===== src/rtl/clk_tick_pkg.sv =====
// Shared constants and helpers for the clk_tick_gen phase-accumulator divider.
package clk_tick_pkg;

   localparam int unsigned DefChannels = 4;
   localparam int unsigned DefWidth    = 16;
   localparam int unsigned CntWidth    = 16;

   // Address width for a channel index, never narrower than one bit.
   function automatic int unsigned addr_width(input int unsigned n);
      if (n <= 1) return 1;
      return $clog2(n);
   endfunction

endpackage


===== src/rtl/clk_tick_gen_if.sv =====
// Control/status bundle for clk_tick_gen.
// Counter ports exist only when CLK_TICK_GEN_CNT_EN is defined.
interface clk_tick_gen_if
   import clk_tick_pkg::*;
#(
   parameter int unsigned CHANNELS = DefChannels,
   parameter int unsigned WIDTH    = DefWidth
);
   localparam int unsigned AW = addr_width(CHANNELS);

   logic [CHANNELS-1:0] EN;
   logic                SYNC;
   logic                WR_EN;
   logic [AW-1:0]       WR_ADDR;
   logic [WIDTH-1:0]    WR_DATA;
   logic [CHANNELS-1:0] TICK;
   logic [CHANNELS-1:0] CLK_OUT;
   logic [CHANNELS-1:0] PENDING;
`ifdef CLK_TICK_GEN_CNT_EN
   logic [AW-1:0]       CNT_ADDR;
   logic                CNT_CLR;
   logic [CntWidth-1:0] CNT_DATA;
`endif

   modport master (
      output EN, SYNC, WR_EN, WR_ADDR, WR_DATA,
`ifdef CLK_TICK_GEN_CNT_EN
      output CNT_ADDR, CNT_CLR,
      input  CNT_DATA,
`endif
      input  TICK, CLK_OUT, PENDING
   );

   modport slave (
      input  EN, SYNC, WR_EN, WR_ADDR, WR_DATA,
`ifdef CLK_TICK_GEN_CNT_EN
      input  CNT_ADDR, CNT_CLR,
      output CNT_DATA,
`endif
      output TICK, CLK_OUT, PENDING
   );

endinterface


===== src/rtl/clk_tick_chan.sv =====
// One divider channel: phase accumulator with active/shadow increment.
// Optional saturating tick counter under CLK_TICK_GEN_CNT_EN.
module clk_tick_chan
   import clk_tick_pkg::*;
#(
   parameter int unsigned WIDTH     = DefWidth,
   parameter int unsigned RESET_INC = 1
) (
   input  logic                CLK,
   input  logic                RST,
   input  logic                en,
   input  logic                sync,
   input  logic                wr_hit,
   input  logic [WIDTH-1:0]    wr_data,
`ifdef CLK_TICK_GEN_CNT_EN
   input  logic                cnt_clr,
   output logic [CntWidth-1:0] cnt,
`endif
   output logic                tick,
   output logic                clk_out,
   output logic                pending
);

   localparam logic [WIDTH-1:0] ResetInc = WIDTH'(RESET_INC);

   logic [WIDTH-1:0] acc_q, acc_d;
   logic [WIDTH-1:0] act_q, act_d;
   logic [WIDTH-1:0] sh_q, sh_d;
   logic             pend_q, pend_d;
   logic             tick_q, tick_d;
   logic [WIDTH:0]   sum;

   always_comb begin
      sum    = {1'b0, acc_q} + {1'b0, act_q};
      acc_d  = acc_q;
      act_d  = act_q;
      sh_d   = sh_q;
      pend_d = pend_q;
      tick_d = 1'b0;
      if (sync) begin
         acc_d  = '0;
         pend_d = 1'b0;
         if (wr_hit) begin
            act_d = wr_data;
            sh_d  = wr_data;
         end else if (pend_q) begin
            act_d = sh_q;
         end
      end else begin
         if (en) begin
            acc_d  = sum[WIDTH-1:0];
            tick_d = sum[WIDTH];
         end
         // A fresh write always wins over a shadow that would apply this edge.
         if (wr_hit) begin
            sh_d   = wr_data;
            pend_d = 1'b1;
         end else if (pend_q && (sum[WIDTH] || !en)) begin
            act_d  = sh_q;
            pend_d = 1'b0;
         end
      end
   end

   always_ff @(posedge CLK) begin
      if (!RST) begin
         acc_q  <= '0;
         act_q  <= ResetInc;
         sh_q   <= ResetInc;
         pend_q <= 1'b0;
         tick_q <= 1'b0;
      end else begin
         acc_q  <= acc_d;
         act_q  <= act_d;
         sh_q   <= sh_d;
         pend_q <= pend_d;
         tick_q <= tick_d;
      end
   end

`ifdef CLK_TICK_GEN_CNT_EN
   logic [CntWidth-1:0] cnt_q, cnt_d;

   always_comb begin
      cnt_d = cnt_q;
      if (cnt_clr) begin
         cnt_d = '0;
      end else if (tick_d && (cnt_q != '1)) begin
         cnt_d = cnt_q + 1'b1;
      end
   end

   always_ff @(posedge CLK) begin
      if (!RST) cnt_q <= '0;
      else      cnt_q <= cnt_d;
   end

   assign cnt = cnt_q;
`endif

   assign tick    = tick_q;
   assign clk_out = acc_q[WIDTH-1];
   assign pending = pend_q;

endmodule


===== src/rtl/clk_tick_gen.sv =====
// Multi-channel fractional tick/clock generator built from clk_tick_chan.
// Define CLK_TICK_GEN_CNT_EN to add per-channel tick counters and a readback port.
module clk_tick_gen
   import clk_tick_pkg::*;
#(
   parameter int unsigned CHANNELS  = DefChannels,
   parameter int unsigned WIDTH     = DefWidth,
   parameter int unsigned RESET_INC = 1
) (
   input logic           CLK,
   input logic           RST,
   clk_tick_gen_if.slave bus
);

   localparam int unsigned AW = addr_width(CHANNELS);

   logic [CHANNELS-1:0] wr_hit;
   logic [CHANNELS-1:0] tick_v;
   logic [CHANNELS-1:0] clk_out_v;
   logic [CHANNELS-1:0] pend_v;

`ifdef CLK_TICK_GEN_CNT_EN
   logic [CntWidth-1:0] cnt_arr [CHANNELS];
   logic [CHANNELS-1:0] cnt_clr;
   logic [CntWidth-1:0] cnt_data_q;
`endif

   for (genvar i = 0; i < CHANNELS; i++) begin : g_chan
      // Out-of-range addresses match no channel, so such writes fall away.
      assign wr_hit[i] = bus.WR_EN && (bus.WR_ADDR == AW'(i));
`ifdef CLK_TICK_GEN_CNT_EN
      assign cnt_clr[i] = bus.CNT_CLR && (bus.CNT_ADDR == AW'(i));
`endif

      clk_tick_chan #(
         .WIDTH     (WIDTH),
         .RESET_INC (RESET_INC)
      ) u_chan (
         .CLK     (CLK),
         .RST     (RST),
         .en      (bus.EN[i]),
         .sync    (bus.SYNC),
         .wr_hit  (wr_hit[i]),
         .wr_data (bus.WR_DATA),
`ifdef CLK_TICK_GEN_CNT_EN
         .cnt_clr (cnt_clr[i]),
         .cnt     (cnt_arr[i]),
`endif
         .tick    (tick_v[i]),
         .clk_out (clk_out_v[i]),
         .pending (pend_v[i])
      );
   end

`ifdef CLK_TICK_GEN_CNT_EN
   always_ff @(posedge CLK) begin
      if (!RST) begin
         cnt_data_q <= '0;
      end else if (32'(bus.CNT_ADDR) < CHANNELS) begin
         cnt_data_q <= cnt_arr[bus.CNT_ADDR];
      end else begin
         cnt_data_q <= '0;
      end
   end

   assign bus.CNT_DATA = cnt_data_q;
`endif

   assign bus.TICK    = tick_v;
   assign bus.CLK_OUT = clk_out_v;
   assign bus.PENDING = pend_v;

endmodule


===== src/flat_wrapper.sv =====
// flat-port wrapper written by rule: the top's interface ports become plain ports
module clk_tick_gen_flat import clk_tick_pkg::*;
#(
   parameter int unsigned CHANNELS  = DefChannels,
   parameter int unsigned WIDTH     = DefWidth,
   parameter int unsigned RESET_INC = 1
)
  (CLK, RST, bus_EN, bus_SYNC, bus_WR_EN, bus_WR_ADDR, bus_WR_DATA, bus_TICK, bus_CLK_OUT, bus_PENDING);
  clk_tick_gen_if #(.CHANNELS(CHANNELS), .WIDTH(WIDTH)) bus_i ();
  input logic CLK;
  input logic RST;
  input wire logic [$bits(bus_i.EN)-1:0] bus_EN;
  input wire logic [$bits(bus_i.SYNC)-1:0] bus_SYNC;
  input wire logic [$bits(bus_i.WR_EN)-1:0] bus_WR_EN;
  input wire logic [$bits(bus_i.WR_ADDR)-1:0] bus_WR_ADDR;
  input wire logic [$bits(bus_i.WR_DATA)-1:0] bus_WR_DATA;
  output wire logic [$bits(bus_i.TICK)-1:0] bus_TICK;
  output wire logic [$bits(bus_i.CLK_OUT)-1:0] bus_CLK_OUT;
  output wire logic [$bits(bus_i.PENDING)-1:0] bus_PENDING;
  assign bus_i.EN = bus_EN;
  assign bus_i.SYNC = bus_SYNC;
  assign bus_i.WR_EN = bus_WR_EN;
  assign bus_i.WR_ADDR = bus_WR_ADDR;
  assign bus_i.WR_DATA = bus_WR_DATA;
  assign bus_TICK = bus_i.TICK;
  assign bus_CLK_OUT = bus_i.CLK_OUT;
  assign bus_PENDING = bus_i.PENDING;
  clk_tick_gen #(.CHANNELS(CHANNELS), .WIDTH(WIDTH), .RESET_INC(RESET_INC)) u_core (.CLK(CLK), .RST(RST), .bus(bus_i));
endmodule

===== config.mk =====
export PLATFORM = sky130hd
export DESIGN_NAME = clk_tick_gen_flat
export DESIGN_NICKNAME = d
export VERILOG_FILES = /design/src/rtl/clk_tick_pkg.sv /design/src/rtl/clk_tick_gen_if.sv /design/src/rtl/clk_tick_chan.sv /design/src/rtl/clk_tick_gen.sv /design/src/flat_wrapper.sv
export SDC_FILE = /design/constraint.sdc
export NUM_CORES = 1
export LEC_CHECK = 0
export ABC_AREA = 0
export CAP_MARGIN = 10
export CORE_AREA = 5 5 113 194
export CTS_BUF_LIST = sky130_fd_sc_hd__clkbuf_8
export CTS_CLUSTER_SIZE = 25
export DETAILED_ROUTE_END_ITERATION = 10
export DIE_AREA = 0 0 118 199
export PLACE_DENSITY = 0.78
export SETUP_SLACK_MARGIN = 0.05
export SYNTH_ARGS = -nofsm -noshare
export SYNTH_HDL_FRONTEND = slang
export SYNTH_HIERARCHICAL = 1
export SYNTH_SLANG_ARGS = --single-unit

===== constraint.sdc =====
create_clock -name CLK -period 2.3 [get_ports CLK]
set_input_delay 0.345 -clock CLK [delete_from_list [all_inputs] [get_ports CLK]]
set_output_delay 0.345 -clock CLK [all_outputs]
set_load 0.005 [all_outputs]

==> results of run 1 <==
==> placed cells by master (no fill, tap or decap), types with 14 or more instances in the layout <==
master           instances
o21ai_0                 30
clkbuf_8                17
nand3_1                 21
a21oi_2                 22
a211oi_2                18
nor2b_1                 36
nand2_1                 79
nand2b_1                14
a21oi_1                 72
a21oi_4                 16
a311oi_2                20
clkdlybuf4s50_1         36
nor2_1                 110
mux2i_1                150
dfxtp_1                189
inv_1                   22
buf_4                  100
ha_1                    56
o211a_1                 16
nand4_1                 24
xnor2_1                 27
a21o_1                  19
==> through the flow <==
step                cell area (um^2)  util, %  instances
finish                         13900    68.80       1613
global placement               12670    62.73       1555
global route                   13900    68.80       1613
floorplan                      11570        -       1244
detailed placement             12670    62.73       1555
CTS                            13230    65.48       1594
==> flip-flops by register name, summed over array words and instances (netlist names) <==
name,count
u_core/g_chan.u_chan/pending,4
u_core/g_chan.u_chan/act_q,64
u_core/g_chan.u_chan/sh_q,64
u_core/g_chan.u_chan/tick,4
u_core/g_chan.u_chan/acc_q,64
==> path summary, 6_finish.rpt <==
kind / depth (start not counted) / start / to
worst min-delay path: 2 / RST / u_core/g_chan[1].u_chan/sh_q[0]
worst min register to register: 2 / u_core/g_chan[2].u_chan/acc_q[14] / u_core/g_chan[2].u_chan/acc_q[14]
worst max register to register: 10 / u_core/g_chan[2].u_chan/acc_q[0] / u_core/g_chan[2].u_chan/act_q[2]
worst max-delay path: 10 / u_core/g_chan[2].u_chan/acc_q[0] / u_core/g_chan[2].u_chan/act_q[2]
==> per-layer routing <==
layer	wire, um	track usage (%)	part of all wire (%)	up-vias
met5	0	0	0	-
met2	16180	44.82	53	295
met3	1070	3.642	3.5	100
li1	-	-	-	4834
met1	11990	25.49	39	4869
met4	1457	10.93	4.7	0
==> logic make-up after synthesis <==
group,Yosys count,share of synthesized area [%]
AOI/OAI and AO/OA,323,20.13
xor gates and xnor gates,41,3.133
adders and majority gates,68,7.685
buffers and inverters,94,4.279
DFF,200,34.93
muxes,159,13.98
and+or+nand+nor,359,15.86
==> worst reg2reg max path, cell delays in order, from the launching register on <==
cell and delay, ns:
dfxtp_2 0.35, ha_4 0.16, fa_2 0.35, a211oi_2 0.18
o21a_2 0.18, a21oi_4 0.09, a221oi_4 0.25, a32o_2 0.28
buf_12 0.18, nor4_1 0.07, a211oi_1 0.30
==> power breakdown <==
group	total (W)	internal, W	switching (W)
logic	0.00110	0.000492	0.000607
clock network	0.00207	0.000752	0.00132
registers	0.00366	0.00357	0.0000907
total	0.00683	0.00481	0.00201
==> what timing repair did <==
action | in CTS | in global routing
buffers inserted | 5 | 14
gates resized for setup | 39 | 85
pin swaps | 9 | 21
cloned | 3 | 5
setup endpoints to repair | 70 | 81
==> cell type report <==
class / instances / area [um^2]
sequential: 200 / 4018
clock inverter: 14 / 101.3
multi-input combinational: 951 / 7620
inverter: 21 / 78.83
timing repair buffer: 162 / 1538
clock buffer: 17 / 234.0
tap: 248 / 310.3
fill: 1498 / 6302
==> metrics, run 1 <==
Crit path buffers/inverters 1; Syn Inst Count between 1,000 and 1,500; clock-pin transition on the worst setup and hold timing paths 0.10 ns; First-pass DRT Iterations 5; # H-tree levels 4; DRC errors left 0; max-cap violations 0; Slew @ Worst Pin 0.5693 ns; Largest stage delay, worst path 0.35 ns; Data required, critical path 2.68 ns; Area Overhead vs Synth 21.26%; Crit Path Max Fanout 14; die height 199 um; initial antenna violation count 0; CP Capture Type flop; num rows approximately 70; worst hold path type input port to flop; Worst-Skew Late Latency between 0.4 and 0.5 ns; I/O Buffers 37; cell taking the most area after synthesis dfxtp_1; clk sinks 200; die width about 120 um; pre-CTS setup slack -0.08955 ns; count leader, synth dfxtp_1; total CTS buffers 17; Synth top area share 34.93%; largest net degree at the start of global routing 33; GRT Util Overall about a quarter; EDFF count, synth 0; delay-heaviest family, CP compound AO/OA/AOI/OAI gates; Worst Path Arrival 2.85 ns; synthesized area 11,460 um^2; Final Max Tran Viols 0; via/cell ratio approximately 6.3; total gr overflow 0; Final Hold Viols 0; Syn. warnings 6; FF+latch count, synth 200; Antenna Nets Post-Route 0; P per Cell Area 491.2 nW/um^2; Worst setup SP type flop; Async SR Flop Fraction 0%; maximum clock rate 404.3 MHz; Worst slew margin between 60% and 70%; Synth Area per Inst approximately 9 um^2; top post-synthesis cells by count dfxtp_1, mux2i_1, nor2_1; Vias 10,100; Nets 1,447; failing checks setup timing; final setup fails 47; drt wl/cell 19.03 um; CTS tree done; total core area 20,200 um^2; Pwr Total 0.006827 W; ys flop type dfxtp_1; min setup slack post-route -0.1735 ns; CP cell instances ha_4 > fa_2 > a211oi_2 > o21a_2 > a21oi_4 > a221oi_4 > a32o_2 > buf_12 > nor4_1 > a211oi_1; maximum root-to-sink buffer count 2; Initial Util 56.74%; share of layout cells above drive strength 1 22.56%; first-pass GRT wire length 46.30 mm; CTS Root Cell clkbuf_8; Die ar. 23,480 um^2; ANT cells 0; Final TNS setup -2.948 ns; sequential share of the synthesized area 34.93%; critical path's slowest cell dfxtp_2; fin crit period 2.474 ns; outcome finished with violations; number of global-route vias before repair between 9,000 and 10,000; Post-Route WL around 31 mm; number of distinct library cells after synthesis 72; fin crit share 107.5%; Synth area leaders dfxtp_1, mux2i_1, ha_1; Leakage 5.879 nW; maximum vdd drop 0.0003809 V; Worst Skew approximately 0.014 ns; WHS 0.2072 ns; r2r setup slk -0.17 ns; DRT iter0 DRCs 864; kind of critical path flop to flop; Syn Nets 1,338; RSZ-0062 raised after global routing true; global placement routability congestion slightly above 0.9; IO Pins 38; Detailed Place HPWL slightly above 20 mm; number of hold buffers added after cts 0
(Power assumes the default switching activity.)
==> run 2: changes to the inputs <==
GPL_ROUTABILITY_DRIVEN = 0   (was not set)
PLACE_DENSITY = 0.76   (was 0.78)
==> metrics, run 2 (synthesis results as in run 1) <==
Post-Route WL 30.60 mm (was 30.70 mm); First-pass DRT Iterations 7 (was 5); IO Pins 38 (unchanged); Initial Util 56.74% (unchanged); die height 199 um (unchanged); delay-heaviest family, CP compound AO/OA/AOI/OAI gates (unchanged); GRT Util Overall 24.74% (was 23.62%); RR Endpoint u_core/g_chan[1].u_chan/act_q[11] (was u_core/g_chan[2].u_chan/act_q[2]); R2R cell count 10 (unchanged); largest net degree at the start of global routing 48 (was 33); Die ar. 23,480 um^2 (unchanged); maximum vdd drop 0.0004024 V (was 0.0003809 V); I/O Buffers 37 (unchanged); DRC errors left 0 (unchanged); layout filler cell count 1,534 (was 1,498); total CTS buffers 17 (unchanged); total gr overflow 0 (unchanged); Detailed Place HPWL 20.78 mm (was 20.71 mm); Final Hold Viols 0 (unchanged); maximum root-to-sink buffer count 2 (unchanged); Placed Instance Area 12,750 um^2 (was 12,670 um^2); clock-pin transition on the worst setup and hold timing paths 0.11 ns (was 0.10 ns); commonest non-fill, non-tap cell in the layout dfxtp_1 (unchanged); CTS Root Cell clkbuf_8 (unchanged); first-pass GRT wire length 48.29 mm (was 46.30 mm); min setup slack post-route -0.2088 ns (was -0.1735 ns); initial antenna violation count 0 (unchanged); Worst Path Arrival 2.87 ns (was 2.85 ns); Crit Path Max Fanout 8 (was 14); DRT iter0 DRCs 653 (was 864); Worst setup SP type flop (unchanged); fin crit period 2.509 ns (was 2.474 ns); Leakage 5.993 nW (was 5.879 nW); Crit path buffers/inverters 2 (was 1); share of layout cells above drive strength 1 23.82% (was 22.56%); P per Cell Area 494.5 nW/um^2 (was 491.2 nW/um^2); worst hold path type input port to flop (unchanged); CP startpoint u_core/g_chan[1].u_chan/act_q[0] (was u_core/g_chan[2].u_chan/acc_q[0]); num rows 69 (unchanged); Antenna Nets Post-Route 0 (unchanged); # H-tree levels 4 (unchanged); Area Overhead vs Synth 23.14% (was 21.26%); die width 118 um (unchanged); ANT cells 0 (unchanged); number of global-route vias before repair 9,974 (was 9,646); Vias 10,070 (was 10,100); failing checks setup timing (unchanged); via/cell ratio 6.180 (was 6.260); fin crit share 109.1% (was 107.5%); Final TNS setup -4.728 ns (was -2.948 ns); Worst Skew 0.01147 ns (was 0.01437 ns); Data required, critical path 2.66 ns (was 2.68 ns); Worst-Skew Late Latency 0.47 ns (was 0.48 ns); clk sinks 200 (unchanged); RSZ-0062 raised after global routing true (unchanged); Nets 1,462 (was 1,447); r2r setup slk -0.21 ns (was -0.17 ns); worst r2r src u_core/g_chan[1].u_chan/act_q[0] (was u_core/g_chan[2].u_chan/acc_q[0]); Largest stage delay, worst path 0.49 ns (was 0.35 ns); drt wl/cell 18.79 um (was 19.03 um); pre-CTS setup slack -0.2392 ns (was -0.08955 ns); CP Capture Type flop (unchanged); Storage cell area 4018 um^2 (unchanged); CTS tree done (unchanged); Largest regs u_core/g_chan.u_chan/acc_q (64), u_core/g_chan.u_chan/act_q (64), u_core/g_chan.u_chan/sh_q (64) (unchanged); outcome finished with violations (unchanged); CP most frequent cell a211oi_2; Final Max Tran Viols 0 (unchanged); max-cap violations 0 (unchanged); Worst slew margin 36.94% (was 61.93%); Slew @ Worst Pin 0.9449 ns (was 0.5693 ns); maximum clock rate 398.6 MHz (was 404.3 MHz); total core area 20,200 um^2 (unchanged); worst hold start RST (unchanged); hold path cells 2 (unchanged); multi-input logic area 7606 um^2 (was 7620 um^2); kind of critical path flop to flop (unchanged); Final Cell Area 14,110 um^2 (was 13,900 um^2); CP cell instances ha_4 > fa_2 > a211oi_2 > o21a_2 > a211oi_2 > or4_4 > buf_4 > buf_8 > a21oi_2 > a311oi_2 (was ha_4 > fa_2 > a211oi_2 > o21a_2 > a21oi_4 > a221oi_4 > a32o_2 > buf_12 > nor4_1 > a211oi_1); final setup fails 48 (was 47); most frequent cells in the layout dfxtp_1, mux2i_1, buf_4 (was dfxtp_1, mux2i_1, nor2_1); critical path's slowest cell or4_4 (was dfxtp_2); hold path endpoint u_core/g_chan[3].u_chan/act_q[15] (was u_core/g_chan[1].u_chan/sh_q[0])
[run 2: cell count changes in the layout (fill, tap and decap cells not counted), sizes merged]
cell      change
buf          +17
clkinvlp      +3
clkinv        -1
inv           -1
clkbuf        -2
[run 2: repair_timing]
item,CTS,global route
gates resized for setup,68,61
setup buffers,16,15
pin swaps,37,25
cloned,7,1
setup endpoints to repair,70,83
hold buffers,0,0
[run 2: final cells by class]
type,instances,share of cell area [%]
Inverter,21,0.5585
Timing Repair Buffer,177,12.25
Sequential cell,200,28.46
Multi-Input combinational cell,951,53.89
Tap cell,248,2.198
Clock inverter,15,0.9840
Clock buffer,17,1.658
[run 2: power breakdown]
part / total [W] / switching (W) / internal [W]
Combinational: 0.00113 / 0.000613 / 0.000521
Sequential: 0.00366 / 0.0000898 / 0.00357
Clock: 0.00219 / 0.00140 / 0.000792
[run 2: worst max path at each step]
stage	to	slack, ns	depth (start not counted)
finish	u_core/g_chan[1].u_chan/act_q[11]	-0.21	10
global route	u_core/g_chan[1].u_chan/act_q[12]	-0.30	10
CTS	u_core/g_chan[2].u_chan/act_q[1]	-0.15	11
global placement	u_core/g_chan[2].u_chan/act_q[12]	-0.16	6
floorplan	u_core/g_chan[3].u_chan/act_q[10]	-0.19	10
detailed placement	u_core/g_chan[2].u_chan/act_q[13]	-0.24	6
[run 2: per-stage QoR]
step           instances  hold slack [ns]  total power (W)  utilization, %
4_1_cts             1618           0.2251         0.006943           67.81
3_5_place_dp        1564           0.4673         0.004685           63.12
2_1_floorplan       1244           0.4069         0.004334               -
5_1_grt             1629           0.2202         0.007262           69.87
6_report            1629           0.2428         0.006980           69.87
3_3_place_gp        1564           0.4429         0.004657           63.12
[run 2: layer usage]
| layer | wire length (um) | track usage [%] | up-vias |
|---|---|---|---|
| met2 | 16500 | 46.87 | 264 |
| met4 | 1105 | 10.29 | 0 |
| li1 | - | - | 4850 |
| met1 | 12120 | 27.89 | 4875 |
| met5 | 0 | 0 | - |
| met3 | 875 | 2.788 | 78 |
